<file path="config.mk">
export PLATFORM = sky130hd
export DESIGN_NAME = ecc_secded_decoder_pipe
export DESIGN_NICKNAME = d
export VERILOG_FILES = /design/src/rtl/ecc_secded_pkg.sv /design/src/rtl/ecc_syndrome_calc.sv /design/src/rtl/ecc_secded_decoder_pipe.sv
export SDC_FILE = /design/constraint.sdc
export NUM_CORES = 1
export LEC_CHECK = 0
export ABC_CLOCK_PERIOD_IN_PS = 7450
export BUFFER_PORTS_ARGS = -buffer_cell sky130_fd_sc_hd__buf_4
export CAP_MARGIN = 0
export CORE_ASPECT_RATIO = 2
export CORE_UTILIZATION = 44
export CTS_BUF_LIST = sky130_fd_sc_hd__clkbuf_8
export DETAILED_ROUTE_END_ITERATION = 8
export PLACE_DENSITY = 0.63
export SLEW_MARGIN = 20
export SYNTH_ARGS = -nofsm -noshare
export SYNTH_HDL_FRONTEND = slang
export SYNTH_SLANG_ARGS = --single-unit
</file>
<file path="constraint.sdc">
create_clock -name clk -period 7.45 [get_ports clk]
set_input_delay 0.745 -clock clk [delete_from_list [all_inputs] [get_ports clk]]
set_output_delay 0.745 -clock clk [all_outputs]
set_load 0.005 [all_outputs]
</file>
<file path="src/rtl/ecc_secded_pkg.sv">
// Shared definitions for the 39-bit SECDED (32 data + 6 check + 1 parity) decoder path.
package ecc_secded_pkg;

    localparam int DATA_WIDTH = 32;
    localparam int CODE_WIDTH = 39;
    localparam int SYN_WIDTH  = 6;

    // Index 0 is overall parity; powers of two are Hamming check bits.
    function automatic logic is_check_pos(input int i);
        return (i == 0) || ((i & (i - 1)) == 0);
    endfunction

    // Codeword index that carries data bit j (data fills non-check indices in ascending order).
    function automatic int data_pos(input int j);
        int cnt = 0;
        int pos = 0;
        for (int i = 1; i < CODE_WIDTH; i++) begin
            if (!is_check_pos(i)) begin
                if (cnt == j) pos = i;
                cnt++;
            end
        end
        return pos;
    endfunction

    // Stage 1: raw codeword plus its decode terms.
    typedef struct packed {
        logic [CODE_WIDTH-1:0] code;
        logic [SYN_WIDTH-1:0]  syn;
        logic                  p;
        logic                  valid;
    } s1_t;

    // Stage 2: corrected payload plus the terms that classify it.
    typedef struct packed {
        logic [DATA_WIDTH-1:0] data;
        logic [SYN_WIDTH-1:0]  syn;
        logic                  p;
        logic                  valid;
    } s2_t;

endpackage

</file>
<file path="src/rtl/ecc_syndrome_calc.sv">
// Combinational syndrome and overall-parity generator for one codeword.
module ecc_syndrome_calc
    import ecc_secded_pkg::*;
(
    input  logic [CODE_WIDTH-1:0] code,
    output logic [SYN_WIDTH-1:0]  syn,
    output logic                  p
);

    // Syndrome is the XOR of all set indices 1..38; p is parity over every bit.
    always_comb begin
        syn = '0;
        for (int i = 1; i < CODE_WIDTH; i++) begin
            if (code[i]) syn = syn ^ SYN_WIDTH'(i);
        end
        p = ^code;
    end

endmodule

</file>
<file path="src/rtl/ecc_secded_decoder_pipe.sv">
// Two-stage SECDED decoder: stage 1 registers syndrome/parity, stage 2 holds the
// corrected word. Also keeps saturating CE/UE counters and a sticky first-error log.
module ecc_secded_decoder_pipe #(
    parameter int DATA_WIDTH = 32,
    parameter int CODE_WIDTH = 39,
    parameter int CNT_WIDTH  = 16
) (
    input  logic                  clk,
    input  logic                  rst,
    input  logic                  in_valid,
    output logic                  in_ready,
    input  logic [CODE_WIDTH-1:0] in_code,
    output logic                  out_valid,
    input  logic                  out_ready,
    output logic [DATA_WIDTH-1:0] out_data,
    output logic                  out_ce,
    output logic                  out_ue,
    output logic [5:0]            out_err_pos,
    output logic [CNT_WIDTH-1:0]  ce_count,
    output logic [CNT_WIDTH-1:0]  ue_count,
    input  logic                  cnt_clear,
    output logic                  log_valid,
    output logic [5:0]            log_syndrome,
    output logic                  log_overall,
    output logic                  log_ue,
    input  logic                  log_clear
);
    import ecc_secded_pkg::*;

    localparam logic [SYN_WIDTH-1:0] MAX_POS = SYN_WIDTH'(CODE_WIDTH - 1);

    // Handshake: a word transfers on a rising edge where valid && ready. A producer
    // holds valid and its payload until that edge; ready may depend on downstream
    // ready combinationally, valid never depends on ready.

    logic [SYN_WIDTH-1:0]  in_syn;
    logic                  in_p;
    s1_t                   s1;
    s2_t                   s2;
    logic                  s2_adv;
    logic                  out_hs;
    logic [CODE_WIDTH-1:0] s1_fixed;
    logic [DATA_WIDTH-1:0] s1_data;

    ecc_syndrome_calc u_syn (
        .code (in_code),
        .syn  (in_syn),
        .p    (in_p)
    );

    assign s2_adv   = !s2.valid || out_ready;
    assign in_ready = !s1.valid || s2_adv;
    assign out_hs   = s2.valid && out_ready;

    // Flip the indicated bit on a single error (index 0 touches only parity), then extract payload.
    always_comb begin
        s1_fixed = s1.code;
        if (s1.p && (s1.syn <= MAX_POS)) s1_fixed[s1.syn] = ~s1.code[s1.syn];
        s1_data = '0;
        for (int j = 0; j < DATA_WIDTH; j++) begin
            s1_data[j] = s1_fixed[SYN_WIDTH'(data_pos(j))];
        end
    end

    // Stage 1 register: loads whenever it is empty or draining into stage 2.
    always_ff @(posedge clk or posedge rst) begin
        if (rst) begin
            s1 <= '0;
        end else if (in_ready) begin
            s1.valid <= in_valid;
            if (in_valid) begin
                s1.code <= in_code;
                s1.syn  <= in_syn;
                s1.p    <= in_p;
            end
        end
    end

    // Stage 2 register: holds while the output is stalled so out_* stay stable.
    always_ff @(posedge clk or posedge rst) begin
        if (rst) begin
            s2 <= '0;
        end else if (s2_adv) begin
            s2.valid <= s1.valid;
            if (s1.valid) begin
                s2.data <= s1_data;
                s2.syn  <= s1.syn;
                s2.p    <= s1.p;
            end
        end
    end

    // Classify the word in stage 2.
    always_comb begin
        out_valid   = s2.valid;
        out_data    = s2.data;
        out_ce      = s2.p && (s2.syn <= MAX_POS);
        out_ue      = (s2.p && (s2.syn > MAX_POS)) || (!s2.p && (s2.syn != '0));
        out_err_pos = out_ce ? s2.syn : '0;
    end

    // Saturating error counters; a clear overrides an increment in the same cycle.
    always_ff @(posedge clk or posedge rst) begin
        if (rst) begin
            ce_count <= '0;
            ue_count <= '0;
        end else if (cnt_clear) begin
            ce_count <= '0;
            ue_count <= '0;
        end else if (out_hs) begin
            if (out_ce && (ce_count != '1)) ce_count <= ce_count + CNT_WIDTH'(1);
            if (out_ue && (ue_count != '1)) ue_count <= ue_count + CNT_WIDTH'(1);
        end
    end

    // Sticky first-error log; a clear overrides a capture in the same cycle.
    always_ff @(posedge clk or posedge rst) begin
        if (rst) begin
            log_valid    <= 1'b0;
            log_syndrome <= '0;
            log_overall  <= 1'b0;
            log_ue       <= 1'b0;
        end else if (log_clear) begin
            log_valid    <= 1'b0;
            log_syndrome <= '0;
            log_overall  <= 1'b0;
            log_ue       <= 1'b0;
        end else if (out_hs && (out_ce || out_ue) && !log_valid) begin
            log_valid    <= 1'b1;
            log_syndrome <= s2.syn;
            log_overall  <= s2.p;
            log_ue       <= out_ue;
        end
    end

endmodule

</file>
==> results of run 1 <==
[metrics by stage]
stage               util, %  hold slack (ps)
floorplan                 -              451
global placement       50.1              474
detailed placement     50.1              473
CTS                    52.9              418
global route           52.9              440
finish                 52.9              425
[area by class of cell]
| cell class | instances | area, um^2 |
|---|---|---|
| inverter | 9 | 36.3 |
| tap | 198 | 248 |
| sequential | 122 | 3050 |
| clock buffer | 21 | 289 |
| multi-input combinational | 461 | 3370 |
| fill | 1434 | 7170 |
| clock inverter | 11 | 128 |
| timing repair buffer | 123 | 923 |
[kinds of logic after synthesis]
group,count (synthesis),synth area share (%)
mux,76,12.8
other cells,1,0.0550
fa+ha+maj,2,0.367
simple gates,191,13.6
buf+inv,71,6.22
flops,122,44.8
compound gates,87,9.36
xor+xnor,99,12.9
[critical path, stage by stage (launching register included)]
cell and delay (ps):
dfrtp_1 970, nand2b_1 390, o221ai_2 260, o21ai_1 100, a311o_1 500, a41o_1 300
o21ai_0 150
[power groups by stage]
stage / clock (W) / combinational [W] / sequential [W]
after floorplan: 0 / 0.000634 / 0.000851
after global placement: 0 / 0.000714 / 0.000967
after detailed placement: 0 / 0.000726 / 0.000976
after CTS: 0.000642 / 0.000729 / 0.000961
after global routing: 0.000671 / 0.000790 / 0.000984
final: 0.000624 / 0.000724 / 0.000963
[state kept, by name, summed over array words and instances, names as in the netlist]
signal,count
log_valid,1
out_data,26
log_syndrome,6
ce_count,16
out_valid,1
s2,7
log_overall,1
ue_count,16
s1,47
log_ue,1
[per-layer routing]
layer / share of wire [%] / global-route usage [%]
met1: 35 / 21.8
met2: 56 / 40.7
met3: 4.4 / 4.69
met4: 4.3 / 12.8
met5: 0 / 0
[worst min-delay path by stage]
stage | from | endpoint | slack, ps | cells after the start
6_report | rst | out_data[16] | 420 | 2
5_1_grt | log_clear | log_valid | 440 | 2
4_1_cts | rst | out_data[25] | 420 | 2
3_5_place_dp | out_data[18] | out_data[18] | 470 | 2
3_3_place_gp | out_data[18] | out_data[18] | 470 | 2
2_1_floorplan | out_data[10] | out_data[10] | 450 | 1
[layout by cell type (no fill, tap or decap), types with 6 or more instances in the layout]
master,synthesis,final
buf_4,36,123
dfrtp_1,122,122
xnor2_1,74,74
nand2_1,58,56
nor2_1,53,53
mux2_2,52,52
xor2_1,24,24
o21ai_0,22,22
clkbuf_8,0,21
mux2i_1,18,18
nor3_1,17,17
nand3_1,14,14
a21oi_1,12,12
inv_1,9,12
a22o_1,11,11
o21ai_1,9,9
nand2b_1,8,8
nor4_1,6,6
and3_1,6,6
conb_1,1,6
==> key figures, run 1 <==
Critical path
  – CP required: 7780 ps
  – CP Max Fanout: 27
  – Reg-to-reg startpoint: s1[3]
  – Worst r2r path cells: 6
  – Critical path type: reg -> reg
  – Crit path to: out_data[7]
  – Critical path arrival: 3100 ps
  – Critical path startpoint: s1[3]
  – R2r endpoint: out_data[7]
  – Setup crit end kind: register
  – R2r setup slk: 4680 ps
  – Worst setup SP type: register

Clocking
  – H-tree Lvls: 4
  – CTS tree: done
  – CTS max path bufs: 2
  – Total CTS buffers: 17
  – Post-cts resize count: 0
  – Clock root buffer: clkbuf_8
  – Clock Pin Slew Worst Setup and Hold Paths: 80 ps
  – Worst-skew pair later-pin latency: between 400 and 500 ps
  – Number of buffers inserted by hold repair at cts: 0
  – Sink Count: 122
  – Post-CTS Setup Repair Bufs: 0

Detailed routing
  – Residual DRC: 0
  – Post-DRT Antenna Nets: 0
  – Total iterations of the first detailed-routing run: 5
  – Drt wl/cell: 17.7 um
  – Vias per cell: about 5.3
  – Total wire length: 16.7 mm
  – Initial drt markers: 194
  – Vias: between 5000 and 6000

Layout
  – # nets final: 781
  – N_diodes: 0
  – Non-Filler Instances: roughly 950
  – Design area: 0.00805 mm^2
  – Layout area overhead: 18.0%
  – Layout cells sized above 1: approximately 30%

Global routing
  – Largest net degree at the start of global routing: 68
  – First-pass GRT wire length: 26.7 mm
  – Vias in the first global route: 5161
  – Initial antenna violation count: 0
  – Total grt overflow: 0
  – Gr usage total: 21.7%

Timing
  – RSZ-0062 raised after global routing: no
  – Relative slew margins: 34.6%
  – Worst Skew: 15.7 ps
  – Tcrit/Tclk final: 37.2%
  – Slew Limit Fails: 0
  – Least-Margin Pin Slew: 977 ps
  – Final hold viol count: 0
  – Post-layout min period: 2770 ps
  – Highest Clock Rate: 0.361 GHz
  – Final setup viols: 0
  – Setup ws final: 4680 ps
  – Setup TNS: 0 ps

Synthesis
  – Top post-synthesis cells by area: dfrtp_1, xnor2_1, mux2_2, buf_4, nand2_1
  – Synth warnings: 0
  – Top cell type's share of synthesized area: around 45%
  – Top post-synthesis cells by count: dfrtp_1, xnor2_1, nand2_1, nor2_1, mux2_2
  – FFs w/ async S/R, synth: 100%
  – Number of synthesized register bits: between 100 and 150
  – Post-Synthesis Cells: 649
  – Syn Std Cell Area: 0.00682 mm^2
  – Yosys top cell by area: dfrtp_1
  – Main synth FF type: dfrtp_1
  – Synth cell types: 62
  – Avg Inst Size Synth: 10.5 um^2
  – Post-synth EDFFs: 0
  – Seq/Total Area, Yosys: 44.8%
  – Count leader, synth: dfrtp_1

Placed design
  – # placed instances: about 910
  – Placed cell area: between 0.007 and 0.008 mm^2
  – HPWL Detailed: 12.8 mm
  – Final GP Congestion: roughly 0.86
  – Worst slack, placed: 4690 ps
  – Port Buffers: 121

Power and ir drop
  – NetSw: 0.000808 W
  – Clock share of power: between 20% and 30%
  – VDD IR-drop max: 0.000151 V
  – Part of the power in combinational logic: a little under a third
  – Leakage: 3.53 nW
  – Sw frac: between 30% and 40%
  – Total power: 0.00231 W
  – PwrDens: 287 mW/mm^2
  – Reg power frac: 41.7%
  – Power Internal: about 0.0015 W

Floorplan
  – Die Wd: between 90 and 100 um
  – Overall die height: 178 um
  – Io pins: 128
  – Area of the core: around 0.015 mm^2
  – Initial Utilization: 44.8%
  – Die ar.: 0.0160 mm^2
  – Rows: 64

Job
  – Max Cap Viol: 0

Outcome
  – Status: completed

Worst hold path
  – Hold crit path type: in -> async
Power figures use the tool's default switching activity.
==> run 2: changes to the inputs <==
--- a/config.mk
+++ b/config.mk
@@ -5,14 +5,14 @@
 export SDC_FILE = /design/constraint.sdc
 export NUM_CORES = 1
 export LEC_CHECK = 0
-export ABC_CLOCK_PERIOD_IN_PS = 7450
+export ABC_CLOCK_PERIOD_IN_PS = 2400
 export BUFFER_PORTS_ARGS = -buffer_cell sky130_fd_sc_hd__buf_4
 export CAP_MARGIN = 0
 export CORE_ASPECT_RATIO = 2
 export CORE_UTILIZATION = 44
 export CTS_BUF_LIST = sky130_fd_sc_hd__clkbuf_8
 export DETAILED_ROUTE_END_ITERATION = 8
-export PLACE_DENSITY = 0.63
+export PLACE_DENSITY = 0.65
 export SLEW_MARGIN = 20
 export SYNTH_ARGS = -nofsm -noshare
 export SYNTH_HDL_FRONTEND = slang
==> constraint.sdc (replaced) <==
create_clock -name clk -period 2.4 [get_ports clk]
set_input_delay 0.24 -clock clk [delete_from_list [all_inputs] [get_ports clk]]
set_output_delay 0.24 -clock clk [all_outputs]
set_load 0.005 [all_outputs]
==> key figures, run 2 (synthesized netlist as in run 1, its figures left out) <==
Floorplan
  – Overall die height: roughly 180 um
  – Die Wd: 90.0 um
  – Die ar.: 0.0160 mm^2
  – Io pins: 128
  – Area of the core: ~0.015 mm^2
  – Initial Utilization: 44.8%
  – Rows: 64

Job
  – Max Cap Viol: 0

Outcome
  – Status: complete, but fails checks
  – Failing checks: design-rule violations

Critical path
  – R2r endpoint: out_data[7]
  – Worst r2r path cells: 6
  – Setup crit end kind: register
  – CP peak stage delay: 620 ps
  – CP Max Fanout: 12
  – CP Cell Sequence: mux2_1 > o22ai_1 > a221oi_1 > a311o_1 > a41o_1 > o21ai_0
  – Slowest cell on crit path: dfrtp_1
  – Critical path type: reg -> reg
  – Critical path arrival: 2600 ps
  – Reg-to-reg startpoint: s1[4]
  – R2r setup slk: 150 ps
  – CP required: 2750 ps
  – Worst setup SP type: register

Placed design
  – HPWL Detailed: 12.9 mm
  – # placed instances: 935
  – Final GP Congestion: 0.931
  – Port Buffers: 121

Detailed routing
  – Vias: 5118
  – Total iterations of the first detailed-routing run: 7
  – Initial drt markers: 206
  – Total wire length: about 17 mm
  – Post-DRT Antenna Nets: 0
  – Residual DRC: 1
  – Drt wl/cell: 17.1 um
  – Vias per cell: 5.28

Clocking
  – Total CTS buffers: 17
  – Sink Count: 122
  – Clock root buffer: clkbuf_8
  – Post-cts resize count: 0
  – H-tree Lvls: 4
  – CTS max path bufs: 2
  – Clock Pin Slew Worst Setup and Hold Paths: 80 ps
  – CTS tree: done
  – Worst-skew pair later-pin latency: roughly 450 ps

Timing
  – Relative slew margins: a little under three fifths
  – Slew Limit Fails: 0
  – Final setup viols: 0
  – Least-Margin Pin Slew: 646 ps
  – Post-layout min period: ~2200 ps
  – Worst Skew: 14.9 ps
  – Setup TNS: 0 ps
  – RSZ-0062 raised after global routing: no
  – Highest Clock Rate: 0.445 GHz
  – Tcrit/Tclk final: 93.7%
  – Final hold viol count: 0

Power and ir drop
  – Leakage: between 3 and 4 nW
  – VDD IR-drop max: 0.000392 V
  – PwrDens: 894 mW/mm^2

Global routing
  – Gr usage total: 21.7%
  – Largest net degree at the start of global routing: just under 80
  – Vias in the first global route: 5096
  – First-pass GRT wire length: 26.7 mm
  – Initial antenna violation count: 0
  – Total grt overflow: 0

Layout
  – Commonest non-fill, non-tap cell in the layout: buf_4
  – Layout area overhead: 21.5%
  – Most flop-heavy register: s1
  – Max reg flops: 47
  – # nets final: 806
  – Layout cells sized above 1: 32.4%
  – Most frequent cells in the layout: buf_4, dfrtp_1, xnor2_1
  – Non-Filler Instances: 970
  – N_diodes: 0

Worst hold path
  – Hold EP: s1[42]
  – Critical hold path startpoint: in_code[34]
  – Min-Delay Path Depth: 2
  – Hold crit path type: in -> reg
[run 2: worst max-delay path by stage]
stage                      startpoint      endpoint  cells past startpoint
final                           s1[4]   out_data[7]                      6
after global routing            s1[4]   out_data[5]                      6
after CTS                 ce_count[0]  ce_count[11]                      7
after detailed placement  ce_count[0]  ce_count[11]                      7
after global placement          s1[4]   out_data[7]                      6
after floorplan                 s1[3]  out_data[15]                      8
[run 2: cell type report]
cell class                      instances  area (um^2)
Tap cell                              198          248
Clock inverter                         14          179
Inverter                                9         37.5
Fill cell                            1395         6930
Timing Repair Buffer                  148         1160
Clock buffer                           18          248
Multi-Input combinational cell        461         3370
Sequential cell                       122         3050
[run 2: report_power, final]
| group | internal (W) | leakage, nW | switching (W) |
|---|---|---|---|
| Clock | 0.00114 | 0.211 | 0.000850 |
| Combinational | 0.00131 | 1.89 | 0.00125 |
| Sequential | 0.00241 | 1.53 | 0.000440 |
[run 2: metrics by stage]
| stage | utilization (%) | total power, W | hold WS [ps] | area, um^2 | worst slack (ps) |
|---|---|---|---|---|---|
| finish | 54.5 | 0.00741 | 43.7 | 8290 | 151 |
| global route | 54.5 | 0.00783 | 30.2 | 8290 | 4.11 |
| CTS | 54.5 | 0.00747 | 17.0 | 8290 | 133 |
| detailed placement | 51.5 | 0.00545 | 364 | 7830 | 153 |
| global placement | 51.5 | 0.00538 | 354 | 7830 | 218 |
| floorplan | - | 0.00461 | 303 | 6840 | 367 |
[run 2: what timing repair did]
| action | CTS | global route |
|---|---|---|
| setup endpoints to repair | 0 | 1 |
| hold buffers | 3 | 0 |
| setup buffers | 0 | 0 |
| hold endpoints to repair | 124 | 0 |
[run 2: metal layers]
metal	vias to the layer above	track usage, %	routed length (um)
met5	-	0	0
met4	0	11.8	606
met3	36	4.09	621
met2	158	41.5	9340
met1	2484	21.8	6050
li1	2440	-	-
[run 2: worst max-delay path: cells and delay by family (launching register included)]
family         cells  cell delay [ps]
AO/OA/AOI/OAI      5             1160
flip-flops         1              620
multiplexers       1              370
